`src/rtl/uart_pkg.sv`:
```
// uart_pkg
// Shared definitions for the UART transmit controller slice.
//   - Register word addresses on the Avalon-MM slave port.
//   - Bit positions inside the STATUS and CONTROL registers.
//   - Transmit sequencing FSM state type.
//   - Baud wrap helper shared by anything that needs the tick condition.
package uart_pkg;

    localparam logic [1:0] ADDR_DATA   = 2'd0;
    localparam logic [1:0] ADDR_STATUS = 2'd1;
    localparam logic [1:0] ADDR_CTRL   = 2'd2;
    localparam logic [1:0] ADDR_DIV    = 2'd3;

    localparam int STAT_EMPTY     = 0;
    localparam int STAT_FULL      = 1;
    localparam int STAT_BUSY      = 2;
    localparam int STAT_OVERRUN   = 3;
    localparam int STAT_LEVEL_LSB = 8;

    localparam int CTRL_ENABLE = 0;
    localparam int CTRL_FLUSH  = 1;
    localparam int CTRL_IRQ_EN = 2;

    typedef enum logic [1:0] {
        IDLE      = 2'd0,
        LOAD      = 2'd1,
        WAIT_DONE = 2'd2
    } tx_state_t;

    // A divisor of 0 or 1 means "tick every cycle"; otherwise the counter
    // wraps on its last value, giving one tick every div cycles.
    function automatic logic baudWrap(input logic [15:0] cnt, input logic [15:0] div);
        return (div <= 16'd1) || (cnt == div - 16'd1);
    endfunction

endpackage

```
`src/rtl/uart_sync_fifo.sv`:
```
// uart_sync_fifo
// Single-clock FIFO buffering host bytes for the transmit controller.
// Ports:
//   clk, reset      system clock, synchronous active-high reset
//   push_i, wdata_i write one entry (ignored when full or flushing)
//   pop_i           drop the head entry (ignored when empty or flushing)
//   flush_i         empty the FIFO in one cycle; wins over push and pop
//   rdata_o         current head entry (valid while not empty)
//   full_o, empty_o occupancy flags
//   level_o         number of stored entries, 0..DEPTH
module uart_sync_fifo #(
    parameter int WIDTH = 8,
    parameter int DEPTH = 16
) (
    input  logic                     clk,
    input  logic                     reset,
    input  logic                     push_i,
    input  logic [WIDTH-1:0]         wdata_i,
    input  logic                     pop_i,
    input  logic                     flush_i,
    output logic [WIDTH-1:0]         rdata_o,
    output logic                     full_o,
    output logic                     empty_o,
    output logic [$clog2(DEPTH):0]   level_o
);

    localparam int AW = $clog2(DEPTH);
    localparam logic [AW-1:0] PTR_ONE = AW'(1);
    localparam logic [AW:0]   CNT_ONE = (AW + 1)'(1);
    localparam logic [AW:0]   CNT_MAX = (AW + 1)'(DEPTH);

    logic [WIDTH-1:0] mem_q [DEPTH];
    logic [AW-1:0]    wrPtr_q;
    logic [AW-1:0]    rdPtr_q;
    logic [AW:0]      count_q;
    logic             doPush;
    logic             doPop;

    assign full_o  = (count_q == CNT_MAX);
    assign empty_o = (count_q == '0);
    assign level_o = count_q;
    assign rdata_o = mem_q[rdPtr_q];

    // Fullness and emptiness are judged on the registered count, so a push
    // arriving while full is refused even if a pop frees a slot this cycle.
    assign doPush = push_i && !full_o && !flush_i;
    assign doPop  = pop_i && !empty_o && !flush_i;

    // Storage array carries no reset; only entries below the count are read.
    always_ff @(posedge clk) begin
        if (doPush) begin
            mem_q[wrPtr_q] <= wdata_i;
        end
    end

    // Pointers wrap naturally because DEPTH is a power of two.
    always_ff @(posedge clk) begin
        if (reset || flush_i) begin
            wrPtr_q <= '0;
            rdPtr_q <= '0;
            count_q <= '0;
        end else begin
            if (doPush) begin
                wrPtr_q <= wrPtr_q + PTR_ONE;
            end
            if (doPop) begin
                rdPtr_q <= rdPtr_q + PTR_ONE;
            end
            case ({doPush, doPop})
                2'b10:   count_q <= count_q + CNT_ONE;
                2'b01:   count_q <= count_q - CNT_ONE;
                default: count_q <= count_q;
            endcase
        end
    end

endmodule

```
`src/rtl/uart_tx_ctrl.sv`:
```
// uart_tx_ctrl
// Avalon-MM slave that queues host bytes and feeds them one at a time to the
// UART transmit core, generates the baud enable and exposes its registers.
// Ports:
//   clk, reset                     system clock, synchronous active-high reset
//   avs_address/write/writedata    register writes (DATA, STATUS, CONTROL, DIVISOR)
//   avs_read, avs_readdata         register reads, data registered one cycle later
//   core_valid, core_data          byte offered to tx_core
//   core_ready                     tx_core takes core_data this cycle
//   core_done                      tx_core finished the stop bit
//   baud_tick                      one-cycle baud enable to tx_core
//   irq                            level interrupt
// Build option: define UART_TX_IRQ_EN to include the interrupt enable flop and
// the registered irq output; without it irq is tied low and CONTROL[2] reads 0.
module uart_tx_ctrl
    import uart_pkg::*;
#(
    parameter int          FIFO_DEPTH  = 16,
    parameter logic [15:0] DIV_DEFAULT = 16'd434
) (
    input  logic        clk,
    input  logic        reset,
    input  logic [1:0]  avs_address,
    input  logic        avs_write,
    input  logic [31:0] avs_writedata,
    input  logic        avs_read,
    output logic [31:0] avs_readdata,
    output logic        core_valid,
    output logic [7:0]  core_data,
    input  logic        core_ready,
    input  logic        core_done,
    output logic        baud_tick,
    output logic        irq
);

    localparam int LW = $clog2(FIFO_DEPTH) + 1;

    tx_state_t   state_q, state_d;
    logic [7:0]  coreData_q, coreData_d;
    logic        enable_q;
    logic        overrun_q;
    logic [15:0] divisor_q;
    logic [15:0] baudCnt_q, baudCnt_d;
    logic [31:0] readData_q;
    logic [31:0] readMux;

    logic        wrData, wrStatus, wrCtrl, wrDiv;
    logic        flushReq;
    logic        fifoPop;
    logic [7:0]  fifoRdata;
    logic        fifoFull, fifoEmpty;
    logic [LW-1:0] fifoLevel;
    logic [8:0]  levelWide;
    logic        busy;
    logic        baudRun;
    logic        baudTick;
    logic        irqEnRead;
    logic        unusedBits;

    assign wrData   = avs_write && (avs_address == ADDR_DATA);
    assign wrStatus = avs_write && (avs_address == ADDR_STATUS);
    assign wrCtrl   = avs_write && (avs_address == ADDR_CTRL);
    assign wrDiv    = avs_write && (avs_address == ADDR_DIV);
    assign flushReq = wrCtrl && avs_writedata[CTRL_FLUSH];

    assign busy      = (state_q != IDLE);
    assign levelWide = 9'(fifoLevel);
    assign unusedBits = ^{avs_writedata[31:16], levelWide[8]};

    uart_sync_fifo #(
        .WIDTH (8),
        .DEPTH (FIFO_DEPTH)
    ) u_fifo (
        .clk     (clk),
        .reset   (reset),
        .push_i  (wrData),
        .wdata_i (avs_writedata[7:0]),
        .pop_i   (fifoPop),
        .flush_i (flushReq),
        .rdata_o (fifoRdata),
        .full_o  (fifoFull),
        .empty_o (fifoEmpty),
        .level_o (fifoLevel)
    );

    // Next-state logic for the hand-off to tx_core. A byte is popped only
    // from IDLE, and not in a flush cycle, so the flushed contents can never
    // leak into core_data. A byte already popped always runs to core_done.
    always_comb begin
        state_d    = state_q;
        coreData_d = coreData_q;
        fifoPop    = 1'b0;
        case (state_q)
            IDLE: begin
                if (enable_q && !fifoEmpty && !flushReq) begin
                    fifoPop    = 1'b1;
                    coreData_d = fifoRdata;
                    state_d    = LOAD;
                end
            end
            LOAD: begin
                if (core_ready) begin
                    state_d = WAIT_DONE;
                end
            end
            WAIT_DONE: begin
                if (core_done) begin
                    state_d = IDLE;
                end
            end
            default: state_d = IDLE;
        endcase
    end

    // FSM state and the byte presented to tx_core.
    always_ff @(posedge clk) begin
        if (reset) begin
            state_q    <= IDLE;
            coreData_q <= '0;
        end else begin
            state_q    <= state_d;
            coreData_q <= coreData_d;
        end
    end

    assign core_valid = (state_q == LOAD);
    assign core_data  = coreData_q;

    // Baud counter only runs while the block is enabled or still finishing a
    // byte; a DIVISOR write restarts it so the new rate starts cleanly.
    always_comb begin
        baudRun  = enable_q || busy;
        baudTick = baudRun && baudWrap(baudCnt_q, divisor_q);
        if (wrDiv || !baudRun || baudTick) begin
            baudCnt_d = '0;
        end else begin
            baudCnt_d = baudCnt_q + 16'd1;
        end
    end

    assign baud_tick = baudTick;

    // Control, divisor, sticky overrun and baud counter registers. A push
    // to a full FIFO sets overrun unless the same cycle flushes it.
    always_ff @(posedge clk) begin
        if (reset) begin
            enable_q  <= 1'b0;
            overrun_q <= 1'b0;
            divisor_q <= DIV_DEFAULT;
            baudCnt_q <= '0;
        end else begin
            baudCnt_q <= baudCnt_d;
            if (wrCtrl) begin
                enable_q <= avs_writedata[CTRL_ENABLE];
            end
            if (wrDiv) begin
                divisor_q <= avs_writedata[15:0];
            end
            if (wrStatus && avs_writedata[STAT_OVERRUN]) begin
                overrun_q <= 1'b0;
            end else if (wrData && fifoFull && !flushReq) begin
                overrun_q <= 1'b1;
            end
        end
    end

`ifdef UART_TX_IRQ_EN
    logic irqEn_q;
    logic irq_q;

    // Interrupt enable plus a registered irq: the condition is sampled from
    // the current registers, so irq follows it by one cycle.
    always_ff @(posedge clk) begin
        if (reset) begin
            irqEn_q <= 1'b0;
            irq_q   <= 1'b0;
        end else begin
            if (wrCtrl) begin
                irqEn_q <= avs_writedata[CTRL_IRQ_EN];
            end
            irq_q <= irqEn_q && ((fifoEmpty && !busy) || overrun_q);
        end
    end

    assign irqEnRead = irqEn_q;
    assign irq       = irq_q;
`else
    assign irqEnRead = 1'b0;
    assign irq       = 1'b0;
`endif

    // Read mux built from the registers as they stand before any write in
    // the same cycle, which gives read-before-write on a shared address.
    always_comb begin
        readMux = '0;
        case (avs_address)
            ADDR_STATUS: begin
                readMux[STAT_EMPTY]             = fifoEmpty;
                readMux[STAT_FULL]              = fifoFull;
                readMux[STAT_BUSY]              = busy;
                readMux[STAT_OVERRUN]           = overrun_q;
                readMux[STAT_LEVEL_LSB +: 8]    = levelWide[7:0];
            end
            ADDR_CTRL: begin
                readMux[CTRL_ENABLE] = enable_q;
                readMux[CTRL_IRQ_EN] = irqEnRead;
            end
            ADDR_DIV: begin
                readMux[15:0] = divisor_q;
            end
            default: readMux = '0;
        endcase
    end

    // Read data register holds its value until the next read strobe.
    always_ff @(posedge clk) begin
        if (reset) begin
            readData_q <= '0;
        end else if (avs_read) begin
            readData_q <= readMux;
        end
    end

    assign avs_readdata = readData_q;

endmodule
```
`config.mk`:
```
export PLATFORM = sky130hd
export DESIGN_NAME = uart_tx_ctrl
export DESIGN_NICKNAME = d
export VERILOG_FILES = /design/src/rtl/uart_pkg.sv /design/src/rtl/uart_sync_fifo.sv /design/src/rtl/uart_tx_ctrl.sv
export SDC_FILE = /design/constraint.sdc
export NUM_CORES = 1
export LEC_CHECK = 0
export CORE_MARGIN = 2
export CORE_UTILIZATION = 57
export CTS_BUF_LIST = sky130_fd_sc_hd__clkbuf_4
export CTS_CLUSTER_DIAMETER = 60
export DETAILED_ROUTE_END_ITERATION = 8
export DONT_BUFFER_PORTS = 1
export PLACE_DENSITY = 0.72
export SETUP_SLACK_MARGIN = 0.02
export SYNTH_ARGS = -nofsm -noshare
export SYNTH_HDL_FRONTEND = slang
export SYNTH_SLANG_ARGS = --single-unit
```
`constraint.sdc`:
```
create_clock -name clk -period 11.5 [get_ports clk]
set_input_delay 2.875 -clock clk [delete_from_list [all_inputs] [get_ports clk]]
set_output_delay 2.875 -clock clk [all_outputs]
set_load 0.05 [all_outputs]
```
==> results.md <==
- Vias: 5,403
- Final setup violation count: 0
- Slowest CP cell: nor4_1
- Layout area overhead: 7.99%
- Power per standard cell area: around 150 mW/mm2
- Synth cell count leaders: edfxtp_1, dfxtp_1, nor2_1, nand2_1, mux4_2
- DR iter-0 viols: a little under 400
- GRT Total Usage: 0.229
- RSZ-0062 raised after global routing: false
- Final hold violation count: 0
- Fin crit share: 0.612
- Maxcap violations: 0
- Fin Setup TNS: 0 ps
- Leakage power: ~3.2 nW
- Worst-margin pin slew: 1050 ps
- Core Area: 0.0152 mm2
- Crit Path Category: flop to output pin
- Synthesized area: around 0.009 mm2
- Post-CTS Hold Fix Bufs: 0
- Final Max Slew Viols: 0
- Clk Latency, worst-skew pair: 660 ps
- Dpl hpwl: around 12,000 um
- Post-synthesis sequential area ratio: 0.599
- Die width: between 100 and 150 um
- Global route overflow: 0
- Delay-heaviest family, CP: simple AND/OR/NAND/NOR gates
- Area leader, netlist: edfxtp_1
- Area after DPL: just under 0.009 mm2
- Total number of yosys warnings: 0
- Maximum VDD drop: 0.0986 mV
- Fmax: about 0.14 GHz
- Vias in the first global route: between 5,000 and 6,000
- CP Capture Type: output pin
- Initial antenna violation count: 1
- Final clock skew: between 30 and 40 ps
- Worst setup SP type: flop
- Distinct cells, synth: 60
- Synth top area share: 0.434
- Post-CTS Resized: 0
- CP max stage delay: slightly above 900 ps
- HP Class: flop to flop
- DRC viols: 0
- Num CTS Buffers: 51
- Critical Path RT: roughly 8600 ps
- Cell row count: 45
- Worst rel slew slack: 0.293
- Layout cells sized above 1: 0.206
- Outcome: finished clean
- Clk sinks: between 200 and 250
- Top_reg_cell synth: edfxtp_1
- Number of I/O pins: 83
- CTS tree: done
- Setup bufs post-CTS: 0
- First-pass GRT wire length: 28,700 um
- Gpl congestion: approximately 0.85
- Die ar.: around 0.017 mm2
- CTS Root Buffer Type: clkbuf_4
- Routed Antenna Nets: 0
- Total power: between 1 and 1.5 mW
- Final wirelength: between 15,000 and 20,000 um
- Die height: around 130 um
- Area contributors post-synth: edfxtp_1, dfxtp_1, mux4_2
- Clk pin slew, worst setup/hold paths: approximately 70 ps
- Longest Clk Path Bufs: 3
- Drt pass-1 iters: 7
- Async SR Flop Fraction: 0
- FILL cells: 1,167
- Largest net degree at the start of global routing: between 40 and 50
- Top-count cell post-synth: edfxtp_1
- Syn_area_per_cell: 13.2 um2
- Post-Syn Instances: 669
- Nets: 738
- Crit path arrival time: roughly 4200 ps
- Max FO, Critical Path: 17
- CP Buf/Inv Count: 0
- Htree depth: 2
- Critical Path, Cell by Cell: nor4_1 > nand4_1 > xnor2_1 > or4_4 > nor4_4 > o21ba_2
- Vias per cell: roughly 6
- Fin area: roughly 0.0096 mm2
- Routed len/inst: approximately 20 um
- Initial Utilization: 0.583
- Minimum clock period: ~7000 ps
- EDFF count, synth: about 130
- IO Port Bufs: 0
- Synth Register Bits: 201
## per-layer routing
layer  vias up  track usage  wire [um]
li1       2520            -          -
met1      2653        0.282       7060
met2       195        0.399       9220
met3        35       0.0511       1270
met4         0       0.0838        423
met5         -            0          0
## sequential cells by signal, indices dropped and copies added (netlist names)
signal,cells
overrun_q,1
u_fifo.wrPtr_q,4
core_data,8
baudCnt_q,16
divisor_q,16
avs_readdata,16
u_fifo.level_o,5
u_fifo.rdPtr_q,4
enable_q,1
state_q,2
u_fifo.mem_q,128
## per-stage QoR
stage	worst slack [ps]	utilization	hold WS (ps)	instances
finish	4460	0.629	509	916
global route	4170	0.629	541	916
CTS	4470	0.629	507	915
detailed placement	5200	0.583	496	820
global placement	5360	0.583	497	820
floorplan	5900	-	470	685
## report_power, final
group	leakage [nW]	internal [mW]	switching, mW
Clock	0.415	0.344	0.285
Combinational	1.05	0.0154	0.0295
Sequential	1.74	0.771	0.0121
Total	3.21	1.13	0.326
## area by class of cell
type	instances	area, um2	share of cell area
well taps	188	235	0.0246
flip-flops and latches	201	5310	0.555
multi-input cells	418	3250	0.340
repair buffers	7	52.6	0.00549
clock buffers	81	608	0.0636
inverters	6	22.5	0.00235
diodes	1	2.50	0.000262
clock inverters	14	90.1	0.00942
## logic make-up (layout without fill, tap and decap cells)
logic type | Yosys count | count (layout) | synth area share
and+or+nand+nor | 219 | 219 | 0.127
DFF | 201 | 201 | 0.599
adders and majority gates | 13 | 13 | 0.0192
AOI/OAI and AO/OA | 69 | 69 | 0.0480
muxes | 60 | 60 | 0.125
other | 1 | 18 | 0.000423
buffers and inverters | 66 | 108 | 0.0417
xor gates and xnor gates | 40 | 40 | 0.0395
## path summary, 6_finish.rpt
check                start       endpoint  slack [ps]  cells after the start
max           divisor_q[0]      baud_tick        4460                      6
min          divisor_q[15]  divisor_q[15]         510                      2
max reg2reg   divisor_q[0]  baudCnt_q[10]        8130                      6
min reg2reg  divisor_q[15]  divisor_q[15]         510                      2
## worst register-to-register path, stage by stage (launching register included)
cell and delay (ps):
dfxtp_1 390, nor4_1 930, nand4_1 230, xnor2_1 190
or4_4 430, nor4_4 880, nor3_1 150
## cell usage in the layout (no fill, tap or decap), types with 4 or more instances in the layout
cell type  synthesis  final
clkinv_1           0     10
nand3_1           16     16
mux2_2             7      7
buf_4             21      7
nor2b_1            8      8
edfxtp_1         128    128
nand4_1            6      6
or4_1              4      4
xnor2_1           15     15
nand3b_1           7      7
dfxtp_1           73     72
nor2_1            57     57
inv_1              6      6
conb_1             1     17
clkbuf_4           0     81
and2_1             4      4
a21oi_1           38     38
mux2i_1           13     13
nor4_1             5      5
mux4_2            40     40
nand2_1           49     49
nand2b_1          14     14
ha_1              12     12
o21ai_0            6      6
nor3_1            28     27
xor2_1            25     25
Note: power is estimated with default switching activity, not from simulation.
